$ cat config.mk
export PLATFORM = sky130hd
export DESIGN_NAME = bulk_endp_mux
export DESIGN_NICKNAME = d
export VERILOG_FILES = /design/src/rtl/bulk_endp_mux_pkg.sv /design/src/rtl/bulk_endp_mux_pkt_fifo.sv /design/src/rtl/bulk_endp_mux.sv
export SDC_FILE = /design/constraint.sdc
export NUM_CORES = 1
export LEC_CHECK = 0
export CORE_ASPECT_RATIO = 0.5
export CORE_MARGIN = 3
export CORE_UTILIZATION = 50
export CTS_BUF_LIST = sky130_fd_sc_hd__clkbuf_2
export DETAILED_ROUTE_END_ITERATION = 16
export PLACE_DENSITY = 0.68
export SETUP_SLACK_MARGIN = 0.3
export SYNTH_ARGS = -nofsm -noshare
export SYNTH_HDL_FRONTEND = slang
export SYNTH_HIERARCHICAL = 1
export SYNTH_SLANG_ARGS = --single-unit
$ cat constraint.sdc
create_clock -name clk_i -period 4 [get_ports clk_i]
set_clock_uncertainty 0.15 [all_clocks]
set_input_delay 1.2 -clock clk_i [delete_from_list [all_inputs] [get_ports clk_i]]
set_output_delay 1.2 -clock clk_i [all_outputs]
set_load 0.005 [all_outputs]
$ cat src/rtl/bulk_endp_mux_pkg.sv
// Shared types and helpers for the multi-channel bulk endpoint mux.
package bulk_endp_mux_pkg;

  localparam int ENDP_MAX = 15;

  typedef enum logic [1:0] {
    IDLE,
    OUT_PKT,
    IN_PKT
  } state_e;

  // Ceiling log2 for elaboration-time width math.
  function automatic int clog2(input int v);
    int r;
    r = 0;
    while ((1 << r) < v) r = r + 1;
    return r;
  endfunction

endpackage

$ cat src/rtl/bulk_endp_mux_pkt_fifo.sv
// Byte FIFO with tentative and committed pointers on both the write and
// read side. Tentative pointers move with traffic; commit snaps the
// committed pointer forward, rollback snaps the tentative one back.
// Pointers are one bit wider than the address so full/empty are distinct.
module pkt_fifo
  import bulk_endp_mux_pkg::*;
#(
  parameter int DEPTH     = 16,
  parameter int PW        = clog2(DEPTH) + 1,
  parameter bit LOOKAHEAD = 1'b0
) (
  input  logic          clk_i,
  input  logic          rst_i,
  input  logic          wr_en_i,
  input  logic [7:0]    wr_data_i,
  input  logic          wr_commit_i,
  input  logic          wr_rollback_i,
  input  logic          rd_en_i,
  input  logic          rd_commit_i,
  input  logic          rd_rollback_i,
  output logic [7:0]    data_o,
  output logic [PW-1:0] cnt_o,
  output logic [PW-1:0] used_o
);

  localparam int AW = PW - 1;

  logic [7:0]    mem [DEPTH];
  logic [PW-1:0] wr_q, wr_d, wr_c_q, wr_c_d;
  logic [PW-1:0] rd_q, rd_d, rd_c_q, rd_c_d;
  logic [PW-1:0] cnt_q, cnt_d;

  // Pointer update: rollback beats advance; commit takes this cycle's result.
  always_comb begin
    wr_d   = wr_q;
    wr_c_d = wr_c_q;
    rd_d   = rd_q;
    rd_c_d = rd_c_q;
    if (wr_rollback_i)  wr_d = wr_c_q;
    else if (wr_en_i)   wr_d = wr_q + 1'b1;
    if (wr_commit_i)    wr_c_d = wr_d;
    if (rd_rollback_i)  rd_d = rd_c_q;
    else if (rd_en_i)   rd_d = rd_q + 1'b1;
    if (rd_commit_i)    rd_c_d = rd_d;
    cnt_d = wr_c_d - rd_c_d;
  end

  // Pointer and committed-count registers.
  always_ff @(posedge clk_i) begin
    if (rst_i) begin
      wr_q   <= '0;
      wr_c_q <= '0;
      rd_q   <= '0;
      rd_c_q <= '0;
      cnt_q  <= '0;
    end else begin
      wr_q   <= wr_d;
      wr_c_q <= wr_c_d;
      rd_q   <= rd_d;
      rd_c_q <= rd_c_d;
      cnt_q  <= cnt_d;
    end
  end

  // Byte storage; contents are meaningless outside the pointers, so no reset.
  always_ff @(posedge clk_i) begin
    if (wr_en_i && !wr_rollback_i) mem[wr_q[AW-1:0]] <= wr_data_i;
  end

  // Lookahead gives the byte at the post-update read pointer so a
  // registered consumer can load the next byte in the same cycle.
  assign data_o = LOOKAHEAD ? mem[rd_d[AW-1:0]] : mem[rd_q[AW-1:0]];
  assign cnt_o  = cnt_q;
  assign used_o = wr_q - rd_c_q;

endmodule

$ cat src/rtl/bulk_endp_mux.sv
// N_CH bulk IN/OUT endpoint pairs behind one SIE endpoint interface.
// OUT packets commit only when clean; IN packets retire only on host ACK.
// Optional BULK_ENDP_MUX_LEVEL_EN adds per-channel committed level ports.
module bulk_endp_mux
  import bulk_endp_mux_pkg::*;
#(
  parameter int N_CH              = 2,
  parameter int ENDP_BASE         = 1,
  parameter int IN_MAXPACKETSIZE  = 8,
  parameter int OUT_MAXPACKETSIZE = 8,
  parameter int FIFO_DEPTH        = 16
) (
  input  logic              clk_i,
  input  logic              rst_i,
  input  logic              usb_reset_i,
  input  logic [3:0]        endp_i,
  input  logic [7:0]        out_data_i,
  input  logic              out_valid_i,
  input  logic              out_ready_i,
  input  logic              out_err_i,
  output logic              out_nak_o,
  input  logic              in_req_i,
  input  logic              in_ready_i,
  input  logic              in_data_ack_i,
  output logic [7:0]        in_data_o,
  output logic              in_valid_o,
  output logic [8*N_CH-1:0] app_out_data_o,
  output logic [N_CH-1:0]   app_out_valid_o,
  input  logic [N_CH-1:0]   app_out_ready_i,
  input  logic [8*N_CH-1:0] app_in_data_i,
  input  logic [N_CH-1:0]   app_in_valid_i,
  output logic [N_CH-1:0]   app_in_ready_o
`ifdef BULK_ENDP_MUX_LEVEL_EN
  ,
  output logic [(clog2(FIFO_DEPTH)+1)*N_CH-1:0] app_out_level_o,
  output logic [(clog2(FIFO_DEPTH)+1)*N_CH-1:0] app_in_level_o
`endif
);

  localparam int PW = clog2(FIFO_DEPTH) + 1;
  localparam int CW = (N_CH > 1) ? clog2(N_CH) : 1;
  localparam int LW = (PW > 8) ? PW : 8;

  state_e        state_q, state_d;
  logic [CW-1:0] ch_q, ch_d, last_ch_q, last_ch_d, sel;
  logic          sel_ok, fifo_rst;
  logic [LW-1:0] cnt_q, cnt_d, pkt_len;
  logic          ovf_q, ovf_d, pend_q, pend_d, in_valid_q, in_valid_d;
  logic [7:0]    in_data_q, in_data_d;

  logic [N_CH-1:0]          ow_en, ow_commit, ow_rb, ir_en, ir_commit, ir_rb;
  logic [N_CH-1:0]          o_pop, i_push;
  logic [N_CH-1:0][PW-1:0]  o_cnt, o_used, i_cnt, i_used;
  logic [N_CH-1:0][7:0]     o_data, i_data;

  assign fifo_rst = rst_i | usb_reset_i;

  // Endpoint decode: only endpoints owned by this block select a channel.
  always_comb begin
    sel    = '0;
    sel_ok = 1'b0;
    for (int c = 0; c < N_CH; c++) begin
      if ((ENDP_BASE + c <= ENDP_MAX) && (endp_i == 4'(ENDP_BASE + c))) begin
        sel    = CW'(c);
        sel_ok = 1'b1;
      end
    end
  end

  // SIE-side FSM: OUT packet capture, IN packet playout, ACK retirement.
  always_comb begin
    state_d    = state_q;
    ch_d       = ch_q;
    last_ch_d  = last_ch_q;
    cnt_d      = cnt_q;
    ovf_d      = ovf_q;
    pend_d     = pend_q;
    in_valid_d = in_valid_q;
    in_data_d  = in_data_q;
    ow_en      = '0;
    ow_commit  = '0;
    ow_rb      = '0;
    ir_en      = '0;
    ir_commit  = '0;
    ir_rb      = '0;
    pkt_len    = (LW'(i_cnt[sel]) > LW'(IN_MAXPACKETSIZE)) ? LW'(IN_MAXPACKETSIZE)
                                                           : LW'(i_cnt[sel]);

    if (sel_ok && in_data_ack_i && pend_q) begin
      ir_commit[last_ch_q] = 1'b1;
      pend_d               = 1'b0;
    end

    case (state_q)
      IDLE: begin
        if (sel_ok && out_valid_i) begin
          state_d = OUT_PKT;
          ch_d    = sel;
          cnt_d   = LW'(1);
          ovf_d   = (o_used[sel] == PW'(FIFO_DEPTH));
          if (o_used[sel] != PW'(FIFO_DEPTH)) ow_en[sel] = 1'b1;
        end else if (sel_ok && in_req_i) begin
          // Only the last unACKed channel differs; rewinding all is harmless.
          ir_rb     = '1;
          ch_d      = sel;
          last_ch_d = sel;
          pend_d    = 1'b1;
          if (pkt_len != '0) begin
            state_d    = IN_PKT;
            cnt_d      = pkt_len;
            in_valid_d = 1'b1;
            in_data_d  = i_data[sel];
          end
        end
      end
      OUT_PKT: begin
        if (sel_ok && out_valid_i) begin
          if ((cnt_q >= LW'(OUT_MAXPACKETSIZE)) || (o_used[ch_q] == PW'(FIFO_DEPTH)))
            ovf_d = 1'b1;
          else
            ow_en[ch_q] = 1'b1;
          if (cnt_q <= LW'(OUT_MAXPACKETSIZE)) cnt_d = cnt_q + 1'b1;
        end
        if (sel_ok && out_ready_i) begin
          if (!out_err_i && !ovf_d) ow_commit[ch_q] = 1'b1;
          else                      ow_rb[ch_q]     = 1'b1;
          state_d = IDLE;
        end
      end
      IN_PKT: begin
        if (sel_ok && in_ready_i) begin
          ir_en[ch_q] = 1'b1;
          cnt_d       = cnt_q - 1'b1;
          if (cnt_q == LW'(1)) begin
            in_valid_d = 1'b0;
            state_d    = IDLE;
          end else begin
            in_data_d = i_data[ch_q];
          end
        end
      end
      default: state_d = IDLE;
    endcase
  end

  // FSM and IN output registers; USB bus reset aborts like a hard reset.
  always_ff @(posedge clk_i) begin
    if (fifo_rst) begin
      state_q    <= IDLE;
      ch_q       <= '0;
      last_ch_q  <= '0;
      cnt_q      <= '0;
      ovf_q      <= 1'b0;
      pend_q     <= 1'b0;
      in_valid_q <= 1'b0;
      in_data_q  <= '0;
    end else begin
      state_q    <= state_d;
      ch_q       <= ch_d;
      last_ch_q  <= last_ch_d;
      cnt_q      <= cnt_d;
      ovf_q      <= ovf_d;
      pend_q     <= pend_d;
      in_valid_q <= in_valid_d;
      in_data_q  <= in_data_d;
    end
  end

  assign out_nak_o  = sel_ok && ((PW'(FIFO_DEPTH) - o_cnt[sel]) < PW'(OUT_MAXPACKETSIZE));
  assign in_valid_o = in_valid_q && sel_ok;
  assign in_data_o  = in_data_q;

  for (genvar c = 0; c < N_CH; c++) begin : g_ch
    assign o_pop[c]                = (o_cnt[c] != '0) && app_out_ready_i[c];
    assign i_push[c]               = app_in_valid_i[c] && (i_used[c] != PW'(FIFO_DEPTH));
    assign app_out_valid_o[c]      = (o_cnt[c] != '0);
    assign app_out_data_o[8*c +: 8] = o_data[c];
    assign app_in_ready_o[c]       = (i_used[c] != PW'(FIFO_DEPTH));
`ifdef BULK_ENDP_MUX_LEVEL_EN
    assign app_out_level_o[PW*c +: PW] = o_cnt[c];
    assign app_in_level_o[PW*c +: PW]  = i_cnt[c];
`endif

    pkt_fifo #(.DEPTH(FIFO_DEPTH), .PW(PW), .LOOKAHEAD(1'b0)) u_out (
      .clk_i        (clk_i),
      .rst_i        (fifo_rst),
      .wr_en_i      (ow_en[c]),
      .wr_data_i    (out_data_i),
      .wr_commit_i  (ow_commit[c]),
      .wr_rollback_i(ow_rb[c]),
      .rd_en_i      (o_pop[c]),
      .rd_commit_i  (o_pop[c]),
      .rd_rollback_i(1'b0),
      .data_o       (o_data[c]),
      .cnt_o        (o_cnt[c]),
      .used_o       (o_used[c])
    );

    pkt_fifo #(.DEPTH(FIFO_DEPTH), .PW(PW), .LOOKAHEAD(1'b1)) u_in (
      .clk_i        (clk_i),
      .rst_i        (fifo_rst),
      .wr_en_i      (i_push[c]),
      .wr_data_i    (app_in_data_i[8*c +: 8]),
      .wr_commit_i  (i_push[c]),
      .wr_rollback_i(1'b0),
      .rd_en_i      (ir_en[c]),
      .rd_commit_i  (ir_commit[c]),
      .rd_rollback_i(ir_rb[c]),
      .data_o       (i_data[c]),
      .cnt_o        (i_cnt[c]),
      .used_o       (i_used[c])
    );
  end

endmodule

==> results.txt <==
----------------------------------------------------
[Run status]
  Status ... complete, but fails checks
  Failing checks ... negative setup slack

[Pwr]
  IR drop worst, VDD ... around 0.00017 V
  LEAKAGE ... ~12 nW
  Power density over cell area ... roughly 350 nW/µm²

[Synthesis]
  Seq/Total Area, Yosys ... between 60 and 70%
  Cells taking the most area after synthesis ... sky130_fd_sc_hd__edfxtp_1, sky130_fd_sc_hd__dfxtp_1, sky130_fd_sc_hd__mux4_1
  Most used flip-flop cell after synthesis ... sky130_fd_sc_hd__edfxtp_1
  Number of distinct library cells after synthesis ... a little under 80
  Yosys warning total ... 6
  Number of synthesized flops with an enable pin ... about 500
  Number of flip-flops and latches in the synthesized netlist ... between 600 and 700
  Leading area contributor after synthesis ... sky130_fd_sc_hd__edfxtp_1
  Cells after synthesis ... approximately 2000
  Share of the synthesized area in the top cell type ... 53.8%
  Async S/R FF share, synth ... 0%
  Synth Area per Inst ... around 14 µm²
  Post-Syn Area ... between 20000 and 30000 µm²

[Die]
  Initial core utilization ... 51.0%
  Rows ... between 60 and 70
  Core box area ... roughly 56000 µm²
  Die outline area ... about 60000 µm²
  Top-level I/O count ... roughly 70
  Die Wd ... roughly 340 µm
  Vertical die dimension ... 175 µm

[Layout]
  Most frequent cells in the layout ... sky130_fd_sc_hd__edfxtp_1, sky130_fd_sc_hd__buf_4, sky130_fd_sc_hd__clkbuf_2
  Relative area change from synthesis to final layout ... 19.0%
  Ratio of cells with drive above 1 in the final layout ... between 30 and 40%
  Most common cell after layout, fill and taps aside ... sky130_fd_sc_hd__edfxtp_1
  Share of the core filled with cells ... between 60% and 70%
  Number of filler instances in the final layout ... about 4300
  Count of placed standard cells in the final layout, fillers left out ... 3286
  Number of nets in the layout ... about 2500

[CTS]
  Root cell of the clock tree ... sky130_fd_sc_hd__clkbuf_2
  H-tree depth ... 4
  Total number of clock tree sinks ... 635
  Clock buffers created by TritonCTS ... 140
  Hold buffer count at cts ... 0
  Clock tree from TritonCTS ... done
  Insertion delay of the later-clocked pin in the worst-skew pair ... roughly 1.1 ns
  Maximum buffer depth of the clock tree ... 3
  Clock-pin slew on the worst setup and hold paths ... approximately 0.10 ns

[Critical path]
  Top delay family on crit path ... multiplexers
  Data required time of the worst path ... about 2.7 ns
  Slowest CP cell ... sky130_fd_sc_hd__mux4_2
  CP Capture Type ... output port
  Sort of element at the start of the critical path ... flip-flop
  CP Depth ... 5
  Biggest cell delay along the critical path ... 0.55 ns
  Cells along the critical path ... buf_12, buf_16, mux4_2, mux4_2, buf_2
  CP bufs+invs ... 3
  Crit path kind ... flip-flop to output port
  Most used cell, CP ... sky130_fd_sc_hd__mux4_2
  Arrival @ worst endpoint ... approximately 3 ns
  Depth of the worst register-to-register path ... 19
  Critical path fanouts, max ... 7

[Routing]
  Wirelength, routed ... between 60 and 70 mm
  Number of DRC violations after detailed-routing iteration 0 ... 1774
  Vias ... approximately 18000
  DR pass1 iterations ... 6
  DR DRC count ... 0
  Post-DRT Antenna Nets ... 0
  Vias per cell ... approximately 5.6
  Average detailed-routed wire length per instance ... ~21 µm

[Job]
  Reported max-cap violation count ... 0

[Place]
  Routability Congestion ... a little under 0.9
  Input/output buffers ... 70
  # placed instances ... about 3000
  Estimated wirelength of the detail-placed design ... roughly 43 mm

[Timing]
  Final worst-path cycle share ... 109%
  Fin. max-slew vios ... 0
  Final worst slack ... -0.357 ns
  RSZ-0062 raised after global routing ... yes
  Worst-Margin Slew ... roughly 1.1 ns
  Minimum hold slack ... 0.345 ns
  Finish-stage setup viols ... 18
  Tmin final ... between 4 and 5 ns
  Hold violation total from the final report ... 0
  Relative slew slack ... ~24%
  Max Clock Freq ... roughly 230 MHz

[Global route]
  Global-route wire length before repair ... 105 mm
  Most Used Layer, Global Route ... met2
  Number of antenna violations at the first check in global routing ... 1
  Met3 Usage GRT ... 5.51%
  Via count of the first global-routing pass ... between 15000 and 20000
  GRT Total Usage ... 22.4%
  Remaining global-route overflow ... 0
  Met1 layer usage reported by global route ... roughly a third
  Pin count of the biggest net entering global routing ... 55
  Met2 routing resource usage after global routing ... between 30% and 40%

[Min path]
  Path category of the worst min-delay check ... flip-flop to flip-flop
  Worst Hold Depth ... 2

----------------------------------------------------
## path summary, 6_finish.rpt
path                                                  startpoint                                end  slack (ns)
worst min-delay path                           pend_q$_SDFF_PP0_                  pend_q$_SDFF_PP0_        0.35
worst max register to register  g_ch[1].u_out/wr_q[0]$_SDFF_PP0_  g_ch[0].u_out/cnt_o[4]$_SDFF_PP0_        0.18
worst max-delay path            g_ch[1].u_out/rd_q[0]$_SDFF_PP0_                  app_out_data_o[9]       -0.36
worst min register to register                 pend_q$_SDFF_PP0_                  pend_q$_SDFF_PP0_        0.35
## sequential cells by signal (all words and copies together), names as in the netlist, 2 cells and up
signal and cells:
g_ch.u_out/wr_c_q 10, g_ch.u_out/wr_q 10, state_q 2, g_ch.u_in/wr_q 10, cnt_q 8, g_ch.u_out/rd_c_q 10, g_ch.u_in/rd_q 10, g_ch.u_in/wr_c_q 10
g_ch.u_out/mem 256, g_ch.u_in/rd_c_q 10, g_ch.u_out/cnt_o 10, in_data_o 8, g_ch.u_out/rd_q 10, g_ch.u_in/cnt_o 10, g_ch.u_in/mem 256
## metrics by stage
stage	instance area [µm²]	setup slack [ns]	power, W	setup TNS (ns)
2_1_floorplan	28800	0.0573	0.00749	0
3_3_place_gp	31800	-0.705	0.00772	-93.79
3_5_place_dp	31800	-0.760	0.00773	-101.43
4_1_cts	33700	-0.526	0.0121	-7.98
5_1_grt	34000	-0.590	0.0125	-9.18
6_report	34000	-0.357	0.0120	-5.03
## synth_stat cells, types with 10 or more instances
master,number
sky130_fd_sc_hd__nor3_1,33
sky130_fd_sc_hd__o21ai_0,15
sky130_fd_sc_hd__o211ai_1,194
sky130_fd_sc_hd__mux2_2,40
sky130_fd_sc_hd__clkbuf_1,72
sky130_fd_sc_hd__nand2b_1,24
sky130_fd_sc_hd__inv_1,130
sky130_fd_sc_hd__nor2b_1,27
sky130_fd_sc_hd__a2111oi_0,11
sky130_fd_sc_hd__mux2_4,20
sky130_fd_sc_hd__mux2_1,10
sky130_fd_sc_hd__edfxtp_1,512
sky130_fd_sc_hd__nand4_1,37
sky130_fd_sc_hd__nand3_1,12
sky130_fd_sc_hd__mux4_2,20
sky130_fd_sc_hd__xnor2_1,29
sky130_fd_sc_hd__nand2_1,62
sky130_fd_sc_hd__dfxtp_1,123
sky130_fd_sc_hd__buf_2,21
sky130_fd_sc_hd__ha_1,58
sky130_fd_sc_hd__xor2_1,23
sky130_fd_sc_hd__mux4_1,60
sky130_fd_sc_hd__buf_6,12
sky130_fd_sc_hd__and2_1,29
sky130_fd_sc_hd__nor2_1,186
sky130_fd_sc_hd__and3_1,10
sky130_fd_sc_hd__a21o_1,17
sky130_fd_sc_hd__a21oi_1,78
sky130_fd_sc_hd__mux2i_1,19
## report_power, final
| part | internal, W | leakage, nW | total (W) | switching (W) |
|---|---|---|---|---|
| clock network | 0.00185 | 1.03 | 0.00438 | 0.00253 |
| logic | 0.000171 | 5.41 | 0.000445 | 0.000274 |
| registers | 0.00713 | 5.61 | 0.00714 | 0.00000866 |
## metal layers
layer  vias up  wire [µm]
met4         0       1340
met1      9039      29600
met3        98       5080
met5         -          0
met2       708      31700
li1       8582          -
## worst min-delay path: cells and delay by family, from the launching register on
kind / cells / cell delay (ns)
flops: 1 / 0.34
compound gates: 1 / 0.06
simple gates: 1 / 0.06
## kinds of logic (layout without fill, tap and decap cells)
kind of cell / after synthesis / count (layout) / share of synthesized area [%]
flops: 635 / 635 / 62.4
simple gates: 456 / 456 / 7.79
compound gates: 389 / 389 / 9.78
buf+inv: 255 / 746 / 4.21
mux: 169 / 169 / 10.8
fa+ha+maj: 66 / 66 / 3.10
xor+xnor: 57 / 57 / 1.96
other cells: 1 / 12 / 0.0131
## area by class of cell
type	instances	area [µm²]	share of cell area, %
flip-flops and latches	635	17900	52.5
multi-input cells	1148	9970	29.3
repair buffers	371	3360	9.86
clock buffers	210	1050	3.09
well taps	756	946	2.78
inverters	133	505	1.48
clock inverters	32	335	0.985
diodes	1	2.50	0.00735
## repair_timing
action / CTS / global route
cloned: 4 / 0
setup buffers: 38 / 14
pin swaps: 29 / 43
setup endpoints to repair: 60 / 82
resized for setup: 240 / 62
endpoints found under the hold margin: 0 / 0
No activity file was read; power rests on OpenSTA's default activity.
